===== config.mk =====
export PLATFORM = sky130hd
export DESIGN_NAME = decrypt_host_master
export DESIGN_NICKNAME = d
export VERILOG_FILES = /design/src/rtl/decrypt_host_master.sv
export SDC_FILE = /design/constraint.sdc
export NUM_CORES = 1
export LEC_CHECK = 0
export CAP_MARGIN = 20
export CORE_MARGIN = 2
export CORE_UTILIZATION = 51
export CTS_CLUSTER_DIAMETER = 40
export CTS_CLUSTER_SIZE = 24
export DETAILED_ROUTE_END_ITERATION = 7
export HOLD_SLACK_MARGIN = 0.08
export PLACE_DENSITY = 0.84
export REMOVE_ABC_BUFFERS = 1
export SYNTH_ARGS = -nofsm -noshare
export SYNTH_HDL_FRONTEND = slang
export SYNTH_SLANG_ARGS = --single-unit

===== constraint.sdc =====
create_clock -name clk -period 2.6 [get_ports clk]
set_clock_uncertainty 0.1 [all_clocks]
set_input_delay 0.78 -clock clk [delete_from_list [all_inputs] [get_ports clk]]
set_output_delay 0.78 -clock clk [all_outputs]
set_load 0.01 [all_outputs]

===== src/rtl/decrypt_host_master.sv =====
// Avalon-MM host that pushes a ciphertext block and key into the decrypt slave
// (8 writes), reads back the plaintext (4 reads) and aborts on waitrequest timeout.
module decrypt_host_master #(
  parameter int unsigned WAIT_LIMIT = 1024
) (
  input  logic         clk,
  input  logic         reset,
  input  logic         start,
  input  logic [127:0] data_in,
  input  logic [127:0] key_in,
  output logic         busy,
  output logic         done,
  output logic         error,
  output logic [127:0] data_out,
  output logic         address,
  output logic         write,
  output logic [31:0]  writedata,
  output logic         read,
  input  logic [31:0]  readdata,
  input  logic         waitrequest
);

  localparam int unsigned WCW = $clog2(WAIT_LIMIT + 1);

  typedef enum logic [1:0] {IDLE, WRITE, READ, FINISH} state_t;

  state_t             state, state_n;
  logic [2:0]         idx, idx_n;
  logic [WCW-1:0]     wait_cnt, wait_n;
  logic [7:0][31:0]   words, words_n;
  logic [95:0]        rbuf, rbuf_n;
  logic               address_n, write_n, read_n, busy_n, done_n, error_n;
  logic [31:0]        writedata_n;
  logic [127:0]       data_out_n;

  // State and all registered outputs
  always_ff @(posedge clk) begin
    if (reset) begin
      state     <= IDLE;
      idx       <= '0;
      wait_cnt  <= '0;
      words     <= '0;
      rbuf      <= '0;
      address   <= 1'b0;
      write     <= 1'b0;
      read      <= 1'b0;
      writedata <= '0;
      busy      <= 1'b0;
      done      <= 1'b0;
      error     <= 1'b0;
      data_out  <= '0;
    end else begin
      state     <= state_n;
      idx       <= idx_n;
      wait_cnt  <= wait_n;
      words     <= words_n;
      rbuf      <= rbuf_n;
      address   <= address_n;
      write     <= write_n;
      read      <= read_n;
      writedata <= writedata_n;
      busy      <= busy_n;
      done      <= done_n;
      error     <= error_n;
      data_out  <= data_out_n;
    end
  end

  // Next-state and next-output logic; bus signals hold while stalled
  always_comb begin
    state_n     = state;
    idx_n       = idx;
    wait_n      = wait_cnt;
    words_n     = words;
    rbuf_n      = rbuf;
    address_n   = address;
    write_n     = write;
    read_n      = read;
    writedata_n = writedata;
    busy_n      = busy;
    done_n      = 1'b0;
    error_n     = 1'b0;
    data_out_n  = data_out;

    case (state)
      IDLE: begin
        address_n   = 1'b0;
        write_n     = 1'b0;
        read_n      = 1'b0;
        writedata_n = '0;
        busy_n      = 1'b0;
        if (start) begin
          words_n     = {key_in, data_in};
          idx_n       = '0;
          wait_n      = '0;
          state_n     = WRITE;
          busy_n      = 1'b1;
          write_n     = 1'b1;
          address_n   = 1'b1;
          writedata_n = data_in[31:0];
        end
      end

      WRITE, READ: begin
        if (waitrequest) begin
          if (wait_cnt == WCW'(WAIT_LIMIT - 1)) begin
            // Slave stuck: drop the strobe and report the abort
            address_n   = 1'b0;
            write_n     = 1'b0;
            read_n      = 1'b0;
            writedata_n = '0;
            wait_n      = '0;
            state_n     = FINISH;
            done_n      = 1'b1;
            error_n     = 1'b1;
          end else begin
            wait_n = WCW'(wait_cnt + WCW'(1));
          end
        end else begin
          wait_n = '0;
          if (state == WRITE) begin
            if (idx == 3'd7) begin
              idx_n       = '0;
              state_n     = READ;
              write_n     = 1'b0;
              writedata_n = '0;
              read_n      = 1'b1;
              address_n   = 1'b0;
            end else begin
              idx_n       = 3'(idx + 3'd1);
              writedata_n = words[3'(idx + 3'd1)];
            end
          end else begin
            if (idx == 3'd3) begin
              data_out_n = {readdata, rbuf};
              idx_n      = '0;
              state_n    = FINISH;
              read_n     = 1'b0;
              address_n  = 1'b0;
              done_n     = 1'b1;
            end else begin
              // Shift in from the top so word 0 ends up least significant
              rbuf_n = {readdata, rbuf[95:32]};
              idx_n  = 3'(idx + 3'd1);
            end
          end
        end
      end

      FINISH: begin
        busy_n  = 1'b0;
        state_n = IDLE;
      end

      default: state_n = IDLE;
    endcase
  end

endmodule


### Word-level counts from Yosys, hierarchy flattened

Cells that the tools add are included.

* add/sub/neg operators: 2
* eq/ne operators: 13
* mux-type cells: 44
* reductions and logical operators: 15
* bitwise operators: 4
* magnitude comparators: 1

Operator list (number)
* 2-to-1 mux 32 bit: 6
* binary-select mux 32 bit (select 3 bit): 1
* one-hot mux 32 bit (2 select lines): 1
* 2-to-1 mux 11 bit: 3
* one-hot mux 11 bit (2 select lines): 1
* AND reduction 4 bit: 5
* 2-to-1 mux 1 bit: 15
* 2-to-1 mux 3 bit: 5
* 2-to-1 mux 2 bit: 6
* adder 11 x 1 -> 11 bit (second input constant): 1
* == test 11 x 10 -> 1 bit (second input constant): 1
* != test 3 bit (second input constant): 3
* != test 4 bit (second input constant): 2
* one-hot mux 1 bit (2 select lines): 4
* one-hot mux 2 bit (3 select lines): 1
* one-hot mux 3 bit (2 select lines): 1
* AND reduction 3 bit: 2
* == test 2 bit (second input constant): 2
* less-than comparator 3 x 4 -> 1 bit (second input constant): 1
* != test 2 bit (second input constant): 2
* NOT 1 bit: 4
* AND reduction 2 bit: 2
* nonzero test 2 bit: 2
* OR reduction 2 bit: 2
* 6 further kinds: 6

* flip-flop bits (word level): 534
* input bits: 292
* logic and storage cells: 99

### Logic depth before layout (Yosys ltp)

* depth in word-level cells: 7
* gate-level depth with buffers: 9
* depth with buffers taken out: 7

### Least setup slack after synthesis

Ideal clock, no wire load.

* path type: register -> register
* start point: register idx[0]
* end point: register writedata[10]
* arrival time: 1.914 ns
* buffers on the path: 2
* cell stages (with the launch flop): 9
* setup slack: 0.497 ns
* data required time: 2.411 ns
* clock period less this slack: 2.103 ns
* path through: dfxtp_1 -> ha_1 -> ha_1 -> clkbuf_1 -> or3_4 -> buf_2 -> nor2b_1 -> a21oi_1 -> a311oi_2

* cells in the longest elaborated chain, start to end: 7

Ends and longest elaborated chain
* start, declared: line 28 `logic [2:0] idx, idx_n;`
* start signal, assigned: line 54 `idx <= idx_n;`
* adder 3 x 1 -> 3 bit: line 131 `writedata_n = words[3'(idx + 3'd1)];`
* binary-select mux 32 bit (select 3 bit): line 131
* 2-to-1 mux 32 bit (not written as such): line 131
* 2-to-1 mux 32 bit (*): line 122 `if (idx == 3'd7) begin`
* 2-to-1 mux 32 bit (*): line 121 `if (state == WRITE) begin`
* 2-to-1 mux 32 bit (*): line 105 `if (waitrequest) begin`
* one-hot mux 32 bit (2 select lines) (*): line 85 `case (state)`
* end signal, assigned: line 61 `writedata <= writedata_n;`
* end, declared: line 17 `output logic [31:0] writedata,`

Every way passes the cells marked *; elsewhere a longest branch is shown, timed or not. The select of a mux whose other input is x is not followed.
A chain may end at the register's enable or synchronous reset.

### Final worst setup path

* start point: register writedata[3]
* end point: output writedata[3]

No word-level cell between the ends.

==> results list <==
- Relative to the synthesized area, the layout overhead comes to 36.5%.
- Count of final max-slew check failures: 0
- Of all flip-flops after synthesis, the portion carrying an async set or reset was 0%.
- Dividing the detail-routed wire length by the instance count gives around 18 um.
- The flow ran to the end, and the final reports show no timing, DRC or antenna violations.
- Critical Path Source Type: register
- Deepest clock path buffer count: 3
* Top cells by area in the synthesized netlist: sky130_fd_sc_hd__dfxtp_1 51%, sky130_fd_sc_hd__nand2_1 18%, sky130_fd_sc_hd__a21oi_1 12%
- Measured along the x axis, the die boundary spans about 200 um.
* Final core area utilization: 70.1%
* Final setup margin: 82.7 ps
- Along the worst path, the maximum fanout reaches 2.
* Avg Synthesized Cell Area: 8.27 um^2
- Instance count of the mapped netlist: between 2000 and 3000
- CTS Buf Count: 60
- GRT Resource Usage Total: 28.8%
* Number of buffers added on ports: 457
- Floorplan Core Area: 40600 um^2
- Largest net degree at the start of global routing: 88
* Post-CTS setup buffers: 0
* Wire length of the first global-routing pass: about 97000 um
- Highest attainable clock frequency: between 0.3 and 0.4 GHz
- Shortest period the worst path allows: 2520 ps
* Cell types with the highest counts after synthesis: 975 x sky130_fd_sc_hd__nand2_1, 534 x sky130_fd_sc_hd__dfxtp_1, 520 x sky130_fd_sc_hd__a21oi_1
- Area share of the leading cell type in the synthesized netlist: 51.3%
- Number of top-level pins: 458
- Via count of the first global-routing pass: 18990
* Clock sink count: 534
* Antenna Violating Nets Remaining: 0
- Synthesis instantiated 40 different standard cells from the library.
- H-tree Lvls: 2
- Final setup violation count: 0
* Final period utilization: 96.8%
* PwrDens: 913 nW/um^2
- For this run, the register share of the synthesized area comes to between 50 and 60%.
* CTS tree: done
* Cell chain of the critical path: clkdlybuf4s50_1
- The number of hold buffers added after CTS was 0.
- Antenna fix cells: 0
- CP max-delay cell: sky130_fd_sc_hd__clkdlybuf4s50_1
- Worst Hold Class: register to register
- Total length of routed wires: approximately 63000 um
- For the worst-skew pair, the clock arrives at the later sink with an insertion delay of 620 ps.
- With fillers left out, the area of the finished cells amounts to 28400 um^2.
- Die area: 42500 um^2
- DR vias: 19659
* Endpoint kind of the worst setup timing path: output port
- Crit path required time: 1720 ps
- Netlist area before placement: roughly 21000 um^2
- Nets: 3226
* Height of the chip: approximately 210 um
- The cell sitting at the root of the clock tree is a sky130_fd_sc_hd__clkbuf_16.
* Worst Hold Launch: rbuf[80]
- The worst-case IR drop observed on VDD is 508 uV.
- Clock edge transition at the registers on the reported setup and hold paths: 80 ps
- Initial antenna violation count: 3
* Most instantiated library cell after synthesis: sky130_fd_sc_hd__nand2_1
- Placed instance count: 3395
- For this design the static power due to leakage is 9.97 nW.
- Pre-CTS setup slack: -134 ps
* Category of cells accounting for the largest share of critical-path delay: buffers and inverters
* Register bit count reported by yosys: approximately 530
- The synthesized design spends more area on one cell type than any other, namely sky130_fd_sc_hd__dfxtp_1.
- First-pass DRT Iterations: 6
* Number of flops mapped to enable cells by yosys: 0
- Measured against its own limit, the worst slew margin works out to 60.2%.
- The initialized floorplan defines 74 standard-cell rows.
- GPL Wtd Cong: 0.894
- Hold is met by approximately 340 ps.
- At the worst endpoint, the arrival time is around 1600 ps.
* Number of design rule violations left after detail routing: 0
* Cell Count, Final, Fillers Out: 3509
* Unrepaired setup endpoints after global routing: no
- Final hold vios: 0
- Yosys warning count: 0
- Post-detail-place hpwl: 42500 um
- For this run, the leading register cell type out of synthesis is sky130_fd_sc_hd__dfxtp_1.
- Worst reg2reg path startpoint: state[0]
- Gates resized during post-CTS repair numbered 0.
- Slew of the pin with the lowest slew margin: around 600 ps
* Overflow after GRT: 0
- Share of layout cells above drive strength 1: 10.2%
- Number of maximum-capacitance violations: 0
- Number of buffer and inverter stages on the critical path: 1
* Worst Setup Path Type: register to output port
* Iteration-0 DRC count of the detailed router: 1995
- Biggest cell delay along the critical path: ~670 ps
- Initial Util: 51.4%
* Vias per cell: 5.60
- CP startpoint: writedata[3]
- After detailed placement, the total cell area comes to 26200 um^2.
==> report_power, final <==
part | internal (mW) | switching [mW] | leakage, nW | total (mW)
sequential | 9.24 | 0.627 | 4.35 | 9.87
clock | 5.28 | 3.89 | 1.07 | 9.17
combinational | 3.11 | 3.84 | 4.54 | 6.94
total | 17.6 | 8.35 | 9.97 | 26.0
==> cells by family after synthesis <==
logic type / after synthesis / synth area share, %
flops: 534 / 51.3
xor+xnor: 8 / 0.336
simple gates: 1129 / 21.5
fa+ha+maj: 9 / 0.541
compound gates: 563 / 14.7
buf+inv: 209 / 4.49
mux: 67 / 7.06
==> metal layers <==
metal	routed length [um]	up-vias	track usage [%]
met5	44	-	0
met4	2930	6	14.1
met3	5450	209	5.58
met2	30600	1044	48.6
met1	24200	9214	35.2
li1	-	9186	-
==> final cells by class <==
type | count | area (um^2)
clock inverters | 48 | 629
multi-input cells | 1776 | 9270
fillers | 2860 | 12100
clock buffers | 66 | 1580
flip-flops and latches | 534 | 10700
inverters | 6 | 22.5
well taps | 532 | 666
repair buffers | 547 | 5590
==> final timing paths <==
path | to | slack (ps) | depth (start not counted)
min reg2reg | data_out[80] | 340 | 2
min | data_out[80] | 340 | 2
max | writedata[3] | 80 | 1
max reg2reg | writedata[3] | 230 | 7
==> flip-flops by register name (all words and copies together), names as in the netlist, 2 cells and up <==
name,count
data_out,128
idx,3
rbuf,96
state,2
wait_cnt,11
words,256
writedata,32
==> stage by stage <==
step | setup TNS, ps | power, mW
2_1_floorplan | -1573580 | 13.8
3_3_place_gp | -491 | 16.6
6_report | 0 | 26.0
3_5_place_dp | -2710 | 16.8
5_1_grt | 0 | 27.0
4_1_cts | 0 | 26.0
==> cells in the final DEF (no fill, tap or decap), types with 3 or more instances in the layout <==
cell type                         netlist  final
sky130_fd_sc_hd__bufinv_16              0      7
sky130_fd_sc_hd__a311oi_1              14     14
sky130_fd_sc_hd__a211oi_1               3      3
sky130_fd_sc_hd__a21oi_1              520    520
sky130_fd_sc_hd__mux4_2                64     64
sky130_fd_sc_hd__xor2_1                 4      4
sky130_fd_sc_hd__nand3_1               40     40
sky130_fd_sc_hd__buf_4                  4     63
sky130_fd_sc_hd__and3_1                 3      3
sky130_fd_sc_hd__o21ai_0                3      3
sky130_fd_sc_hd__clkinv_8               0      7
sky130_fd_sc_hd__clkinv_4               0      7
sky130_fd_sc_hd__inv_6                  0      9
sky130_fd_sc_hd__dfxtp_1              534    533
sky130_fd_sc_hd__clkinv_2               0      5
sky130_fd_sc_hd__inv_1                  6      6
sky130_fd_sc_hd__xnor2_1                4      4
sky130_fd_sc_hd__clkbuf_8               0      3
sky130_fd_sc_hd__clkbuf_16              0     61
sky130_fd_sc_hd__nand2b_1               3      3
sky130_fd_sc_hd__inv_8                  0      9
sky130_fd_sc_hd__clkinvlp_4             0      3
sky130_fd_sc_hd__nor2b_1               34     33
sky130_fd_sc_hd__a311oi_2              18     18
sky130_fd_sc_hd__nand2_1              975    973
sky130_fd_sc_hd__buf_12                 3     27
sky130_fd_sc_hd__mux2i_1                3      3
sky130_fd_sc_hd__nor3_1                 4      4
sky130_fd_sc_hd__nor2_1                52     51
sky130_fd_sc_hd__ha_1                   9      8
sky130_fd_sc_hd__clkdlybuf4s50_1        0    456
No activity file was read; power rests on OpenSTA's default activity.
